### src/rtl/cpu_cycle_sequencer_pkg.sv
// Shared definitions for the LEGv8 multi-cycle sequencer: state encoding,
// the control unit's "instruction done" micro-state value and a width helper.
package cpu_cycle_sequencer_pkg;

    // Sequencer states; encodings are fixed so state dumps stay readable.
    typedef enum logic [1:0] {
        SEQ_FETCH = 2'd0,
        SEQ_EXEC  = 2'd1,
        SEQ_HALT  = 2'd2,
        SEQ_ERROR = 2'd3
    } seq_state_t;

    // exec_next value meaning the current instruction has finished.
    localparam logic [1:0] EXEC_DONE = 2'b00;

    // Bits needed to hold the values 0..n (at least one bit).
    function automatic int unsigned cnt_width(input int unsigned n);
        return (n < 2) ? 1 : $clog2(n + 1);
    endfunction

endpackage

### src/rtl/seq_watchdog.sv
// Wait-cycle counter for the sequencer. Counts cycles spent waiting on an
// acknowledge and flags when the count has reached TIMEOUT.
module seq_watchdog
    import cpu_cycle_sequencer_pkg::*;
#(
    parameter int unsigned TIMEOUT = 255
) (
    input  logic clock,
    input  logic reset,
    input  logic clear,
    input  logic incr,
    output logic expired
);

    localparam int unsigned W = cnt_width(TIMEOUT);
    localparam logic [W-1:0] LIMIT = W'(TIMEOUT);

    logic [W-1:0] count;

    // Wait counter: clear wins over increment, saturates at the limit.
    always_ff @(posedge clock) begin
        if (reset || clear) begin
            count <= '0;
        end else if (incr && (count != LIMIT)) begin
            count <= count + 1'b1;
        end
    end

    assign expired = (count == LIMIT);

endmodule

### src/rtl/cpu_cycle_sequencer.sv
// Cycle controller for the multi-cycle LEGv8 core. Fetches an instruction
// over the req/ack instruction port, then walks the control unit's
// micro-steps, stalling on data-memory handshakes and strobing cw_commit once
// per completed micro-step. Provides halt/resume at instruction boundaries,
// a retired-instruction counter and a sticky watchdog/step-limit error.
module cpu_cycle_sequencer
    import cpu_cycle_sequencer_pkg::*;
#(
    parameter int unsigned ADDR_W    = 64,
    parameter int unsigned INSTR_W   = 32,
    parameter int unsigned MAX_STEPS = 4,
    parameter int unsigned TIMEOUT   = 255
) (
    input  logic               clock,
    input  logic               reset,
    input  logic [ADDR_W-1:0]  pc,
    output logic               imem_req,
    output logic [ADDR_W-1:0]  imem_addr,
    input  logic               imem_ack,
    input  logic [INSTR_W-1:0] imem_rdata,
    output logic [INSTR_W-1:0] instruction,
    input  logic [1:0]         exec_next,
    input  logic               dmem_req,
    input  logic               dmem_ack,
    output logic               cw_commit,
    input  logic               halt_req,
    input  logic               resume,
    output logic               halted,
    output logic               error,
    output logic [31:0]        instr_count
);

    localparam int unsigned       STEP_W    = cnt_width(MAX_STEPS - 1);
    localparam logic [STEP_W-1:0] STEP_LAST = STEP_W'(MAX_STEPS - 1);

    seq_state_t         state_q;
    seq_state_t         state_d;
    logic [STEP_W-1:0]  step_q;
    logic [INSTR_W-1:0] instr_q;
    logic [31:0]        count_q;
    logic [ADDR_W-1:0]  addr_q;
    logic               hold_q;

    logic commit;
    logic load_instr;
    logic step_clr;
    logic step_inc;
    logic count_inc;
    logic wd_clear;
    logic wd_incr;
    logic wd_expired;
    logic run;

    // Outputs are forced quiet while reset is asserted so an aborted fetch
    // or stall never shows a request or a commit.
    assign run = ~reset;

    seq_watchdog #(
        .TIMEOUT(TIMEOUT)
    ) u_watchdog (
        .clock  (clock),
        .reset  (reset),
        .clear  (wd_clear),
        .incr   (wd_incr),
        .expired(wd_expired)
    );

    // Next-state and per-cycle control decode.
    always_comb begin
        state_d    = state_q;
        commit     = 1'b0;
        load_instr = 1'b0;
        step_clr   = 1'b0;
        step_inc   = 1'b0;
        count_inc  = 1'b0;
        wd_clear   = 1'b1;
        wd_incr    = 1'b0;

        case (state_q)
            SEQ_FETCH: begin
                // An ack in the expiry cycle still wins over the watchdog.
                if (imem_ack) begin
                    load_instr = 1'b1;
                    step_clr   = 1'b1;
                    state_d    = SEQ_EXEC;
                end else if (wd_expired) begin
                    state_d = SEQ_ERROR;
                end else begin
                    wd_clear = 1'b0;
                    wd_incr  = 1'b1;
                end
            end

            SEQ_EXEC: begin
                if (dmem_req && !dmem_ack) begin
                    if (wd_expired) begin
                        state_d = SEQ_ERROR;
                    end else begin
                        wd_clear = 1'b0;
                        wd_incr  = 1'b1;
                    end
                end else if (exec_next != EXEC_DONE) begin
                    // A further step beyond the last legal one is a runaway
                    // control sequence: suppress the commit and trap.
                    if (step_q == STEP_LAST) begin
                        state_d = SEQ_ERROR;
                    end else begin
                        commit   = 1'b1;
                        step_inc = 1'b1;
                    end
                end else begin
                    commit    = 1'b1;
                    count_inc = 1'b1;
                    state_d   = halt_req ? SEQ_HALT : SEQ_FETCH;
                end
            end

            SEQ_HALT: begin
                if (resume) begin
                    state_d = SEQ_FETCH;
                end
            end

            SEQ_ERROR: begin
                state_d = SEQ_ERROR;
            end

            default: begin
                state_d = SEQ_ERROR;
            end
        endcase
    end

    // State register.
    always_ff @(posedge clock) begin
        if (reset) begin
            state_q <= SEQ_FETCH;
        end else begin
            state_q <= state_d;
        end
    end

    // Fetch address capture: latch pc on the first FETCH cycle and hold it
    // for as long as the fetch keeps waiting.
    always_ff @(posedge clock) begin
        if (reset) begin
            hold_q <= 1'b0;
            addr_q <= '0;
        end else begin
            hold_q <= (state_q == SEQ_FETCH) && (state_d == SEQ_FETCH);
            if ((state_q == SEQ_FETCH) && !hold_q) begin
                addr_q <= pc;
            end
        end
    end

    // Instruction register, loaded on fetch acknowledge.
    always_ff @(posedge clock) begin
        if (reset) begin
            instr_q <= '0;
        end else if (load_instr) begin
            instr_q <= imem_rdata;
        end
    end

    // Micro-step counter within the current instruction.
    always_ff @(posedge clock) begin
        if (reset || step_clr) begin
            step_q <= '0;
        end else if (step_inc) begin
            step_q <= step_q + 1'b1;
        end
    end

    // Retired-instruction counter, wraps naturally.
    always_ff @(posedge clock) begin
        if (reset) begin
            count_q <= '0;
        end else if (count_inc) begin
            count_q <= count_q + 32'd1;
        end
    end

    assign imem_req    = run && (state_q == SEQ_FETCH);
    assign imem_addr   = imem_req ? (hold_q ? addr_q : pc) : '0;
    assign cw_commit   = run && commit;
    assign halted      = run && (state_q == SEQ_HALT);
    assign error       = run && (state_q == SEQ_ERROR);
    assign instruction = instr_q;
    assign instr_count = count_q;

endmodule

### config.mk
export PLATFORM = sky130hd
export DESIGN_NAME = cpu_cycle_sequencer
export DESIGN_NICKNAME = d
export VERILOG_FILES = /design/src/rtl/cpu_cycle_sequencer_pkg.sv /design/src/rtl/seq_watchdog.sv /design/src/rtl/cpu_cycle_sequencer.sv
export SDC_FILE = /design/constraint.sdc
export NUM_CORES = 1
export LEC_CHECK = 0
export CORE_ASPECT_RATIO = 2
export CORE_MARGIN = 4
export CORE_UTILIZATION = 40
export DETAILED_ROUTE_END_ITERATION = 8
export DONT_BUFFER_PORTS = 1
export PLACE_DENSITY = 0.65
export SETUP_SLACK_MARGIN = 0.2
export SLEW_MARGIN = 15
export SYNTH_ARGS = -nofsm -noshare
export SYNTH_HDL_FRONTEND = slang
export SYNTH_SLANG_ARGS = --single-unit
export TNS_END_PERCENT = 30
### constraint.sdc
create_clock -name clock -period 2.1 [get_ports clock]
set_input_delay 0.42 -clock clock [delete_from_list [all_inputs] [get_ports clock]]
set_output_delay 0.42 -clock clock [all_outputs]
set_load 0.02 [all_outputs]
==> metrics.csv <==
stage,metric,value,unit
hold_path,hold path cells,1,
worst_setup_path,Worst Setup Path Type,register to output port,
drt,drt initial violations,137,
finish,Layout area overhead,35.83,%
worst_setup_path,CP Cell Sequence,"or3_4, buf_12, nor2_1, buf_4",
hold_path,hold endpoint,hold_q,
synth,"top cells by area, synth","dfxtp_1, nand2_1, mux2i_1, a21oi_1, nor2_1",
synth,"FF+latch count, synth",141,
synth,asr flop ratio synth,0,
placed_design,I/O Buffers,0,
clocking,CTS H-Tree Depth,4,
drt,post-route ant nets,0,
synth,syn nets,936,
sta,Final Max Tran Viols,0,
global_route,largest net degree at the start of global routing,149,
clocking,Clock Sinks,141,
finish,fin util,0.5557,
power,Int Pwr,5.098,mW
flow_run,maxcap violations,0,
drt,TritonRoute pass-1 iters,4,
synth,Most used DFF post-synth,dfxtp_1,
worst_setup_path,Worst R2R Path Depth,5,
power,sw power,2.051,mW
global_route,antenna violations before repair,0,
floorplanning,Die Ht,188.1,microns
drt,Vias,6091,
worst_setup_path,worst reg2reg setup slack,0.20,ns
global_route,global-route wire length before repair,29290,microns
floorplanning,I/O Pins,237,
run_status,status,"finished, violations left",
global_route,GR Overflow Total,0,
global_route,number of global-route vias before repair,5809,
worst_setup_path,worst-path fanout max,9,
clocking,deepest clock path buffer count,2,
clocking,Worst-Skew Late Latency,0.42,ns
clocking,clock buffer count from CTS,17,
sta,Rel. slew slack,0.6116,
synth,Syn Area/Cell,7.835,sq um
placed_design,gpl congestion,0.7981,
worst_setup_path,FF-to-FF Start,instr_count[21],
synth,share of the synthesized area in the top cell type,0.4351,
synth,Post-synth EDFFs,0,
power,Logic pwr share,0.167,
synth,"Seq/Total Area, Yosys",0.4351,
drt,DRC,0,
drt,"wirelength, routed",20010,microns
floorplanning,row cnt,65,
synth,Synth cell types,41,
synth,Ys Warns,0,
power,Clock Power Share,0.415,
sta,crit share post-route,1.045,
finish,layout cell share with drive strength beyond 1,0.2971,
run_status,failing checks,negative setup slack,
sta,Setup Skew,0.01266,ns
synth,cell type with the largest total area after synthesis,dfxtp_1,
worst_setup_path,CP Data Arrival Time,1.78,ns
power,switching share of power,0.2870,
sta,Final Hold Fails,0,
clocking,CTS tree,done,
synth,synthesized instance count,828,
worst_setup_path,RR Endpoint,instr_count[31],
power,Flop pwr share,0.418,
sta,setup slack after layout,-0.09517,ns
floorplanning,Initial Util,0.4091,
hold_path,worst hold start,imem_ack,
clocking,Root Buffer,clkbuf_16,
global_route,overall routing resource usage,0.1950,
sta,endpoints failing setup,42,
power,PwrDens,811.3,nW/um^2
power,Peak VDD IR,0.6023,mV
placed_design,DP Wirelength,12420,microns
sta,Worst Max-Slew Pin Slew,0.5745,ns
drt,met2 wire length,11380,microns
finish,Fill cells,1447,
power,leakage,3.432,nW
drt,Routed met1 length,6667,microns
sta,fin crit period,2.195,ns
floorplanning,Core ar.,15860,sq um
floorplanning,DIE WIDTH,98.05,microns
sta,Max Clock Freq,455.5,MHz
worst_setup_path,CP peak stage delay,0.49,ns
hold_path,Worst Hold Class,input pin to register,
worst_setup_path,"Req. time, crit path",1.68,ns
drt,DR vias/cell,5.390,
drt,top layer in use,met4,
sta,unrepaired setup endpoints after global routing,true,
worst_setup_path,"Slowest-stage cell, CP",or3_4,
worst_setup_path,CP Capture Type,output port,
clocking,Clock Pin Slew Worst Setup and Hold Paths,0.07,ns
drt,WL met3,1299,microns
finish,diode count,0,
finish,Layout Nets,1024,
drt,DR WL/cell,17.71,microns
synth,Mapped Area,6487,sq um
sta,setup TNS,-2.430,ns
worst_setup_path,CP Launch Type,register,
floorplanning,Die Area,18440,sq um
registers in the layout, summed over array words and instances (netlist names):
| register | flops |
|---|---|
| state_q | 2 |
| u_watchdog.count | 8 |
| instr_count | 32 |
| addr_q | 64 |
| hold_q | 1 |
| instruction | 32 |
| step_q | 2 |
power groups by stage:
stage	Sequential [mW]	Clock, mW	Combinational, mW
floorplan	3.01	0	0.714
global placement	3.04	0	0.943
detailed placement	3.05	0	0.956
CTS	2.99	3.07	0.994
global route	3.01	3.17	1.30
finish	2.99	2.97	1.19
cells in the final DEF (no fill, tap or decap), drive strengths merged, types with 3 or more instances in the layout:
cell,Yosys,final
nand2,207,207
dfxtp,141,141
buf,19,125
a21oi,112,112
nor2,94,94
mux2i,66,66
clkbuf,43,24
inv,10,15
nand3,14,14
nor2b,12,12
or4,12,12
o31ai,11,11
mux2,11,11
nor4,10,10
nor3,9,9
or3,8,9
nand4,7,7
xor2,6,6
xnor2,5,5
o21ai,5,5
clkinv,0,5
and4,3,3
and3,3,3
a211oi,3,3
ha,3,3
metal layers:
| metal | vias up | global-route usage |
|---|---|---|
| li1 | 2975 | - |
| met1 | 2880 | 0.1977 |
| met2 | 195 | 0.3629 |
| met3 | 41 | 0.05510 |
| met4 | 0 | 0.08587 |
| met5 | - | 0 |
critical path: cells and delay by family, from the launching register on:
kind / cells / cell delay [ns]
and+or+nand+nor: 2 / 0.63
buffers and inverters: 2 / 0.35
DFF: 1 / 0.36
logic make-up after synthesis:
family          after synthesis  synth area share
simple gates                388            0.2658
compound gates              136            0.1124
mux                          77            0.1209
buf+inv                      72           0.04513
flops                       141            0.4351
xor+xnor                     11           0.01485
fa+ha+maj                     3          0.005787
worst max-delay path by stage:
stage / start / end / slack [ns] / cells after the start
CTS: state_q[1] / imem_addr[10] / -0.1 / 4
detailed placement: instr_count[13] / instr_count[24] / 0.08 / 5
global placement: instr_count[13] / instr_count[24] / 0.05 / 5
floorplan: hold_q / imem_addr[43] / 0.12 / 4
finish: state_q[1] / imem_addr[10] / -0.1 / 4
global route: state_q[1] / imem_addr[63] / -0.15 / 4
per-stage QoR:
stage	total power [mW]	worst slack (ns)	cells	hold slack (ns)	instance area (sq um)
after floorplan	3.724	0.1207	828	0.4299	6520
after global placement	3.987	0.05372	1083	0.4355	7457
after detailed placement	4.007	0.08231	1083	0.4410	7457
after CTS	7.047	-0.09923	1120	0.04020	8130
after global routing	7.479	-0.1452	1130	0.05705	8812
final	7.149	-0.09517	1130	0.06424	8812
final cells by class:
class / instances / area [sq um] / area share
multi-input cells: 616 / 3750 / 0.4255
flip-flops and latches: 141 / 2863 / 0.3249
repair buffers: 130 / 1320 / 0.1498
clock buffers: 19 / 464.2 / 0.05268
well taps: 201 / 251.5 / 0.02854
clock inverters: 13 / 126.4 / 0.01434
inverters: 10 / 37.54 / 0.004260
cell usage after synthesis (all sizes together), types with 5 or more instances:
cell type	count
o21ai	5
nor3	9
dfxtp	141
nand4	7
nand2	207
or4	12
buf	19
xor2	6
a21oi	112
o31ai	11
clkbuf	43
mux2i	66
xnor2	5
inv	10
nor2	94
nor4	10
or3	8
nand3	14
mux2	11
nor2b	12
what timing repair did:
| action | in CTS | in global routing |
|---|---|---|
| pin swaps | 2 | 36 |
| endpoints found under the hold margin | 0 | 0 |
| gates resized for setup | 9 | 137 |
| buffers inserted | 4 | 2 |
| hold buffers | 0 | 0 |
| endpoints found under the setup margin | 76 | 90 |
| cloned | 1 | 8 |
Power figures use the tool's default switching activity.
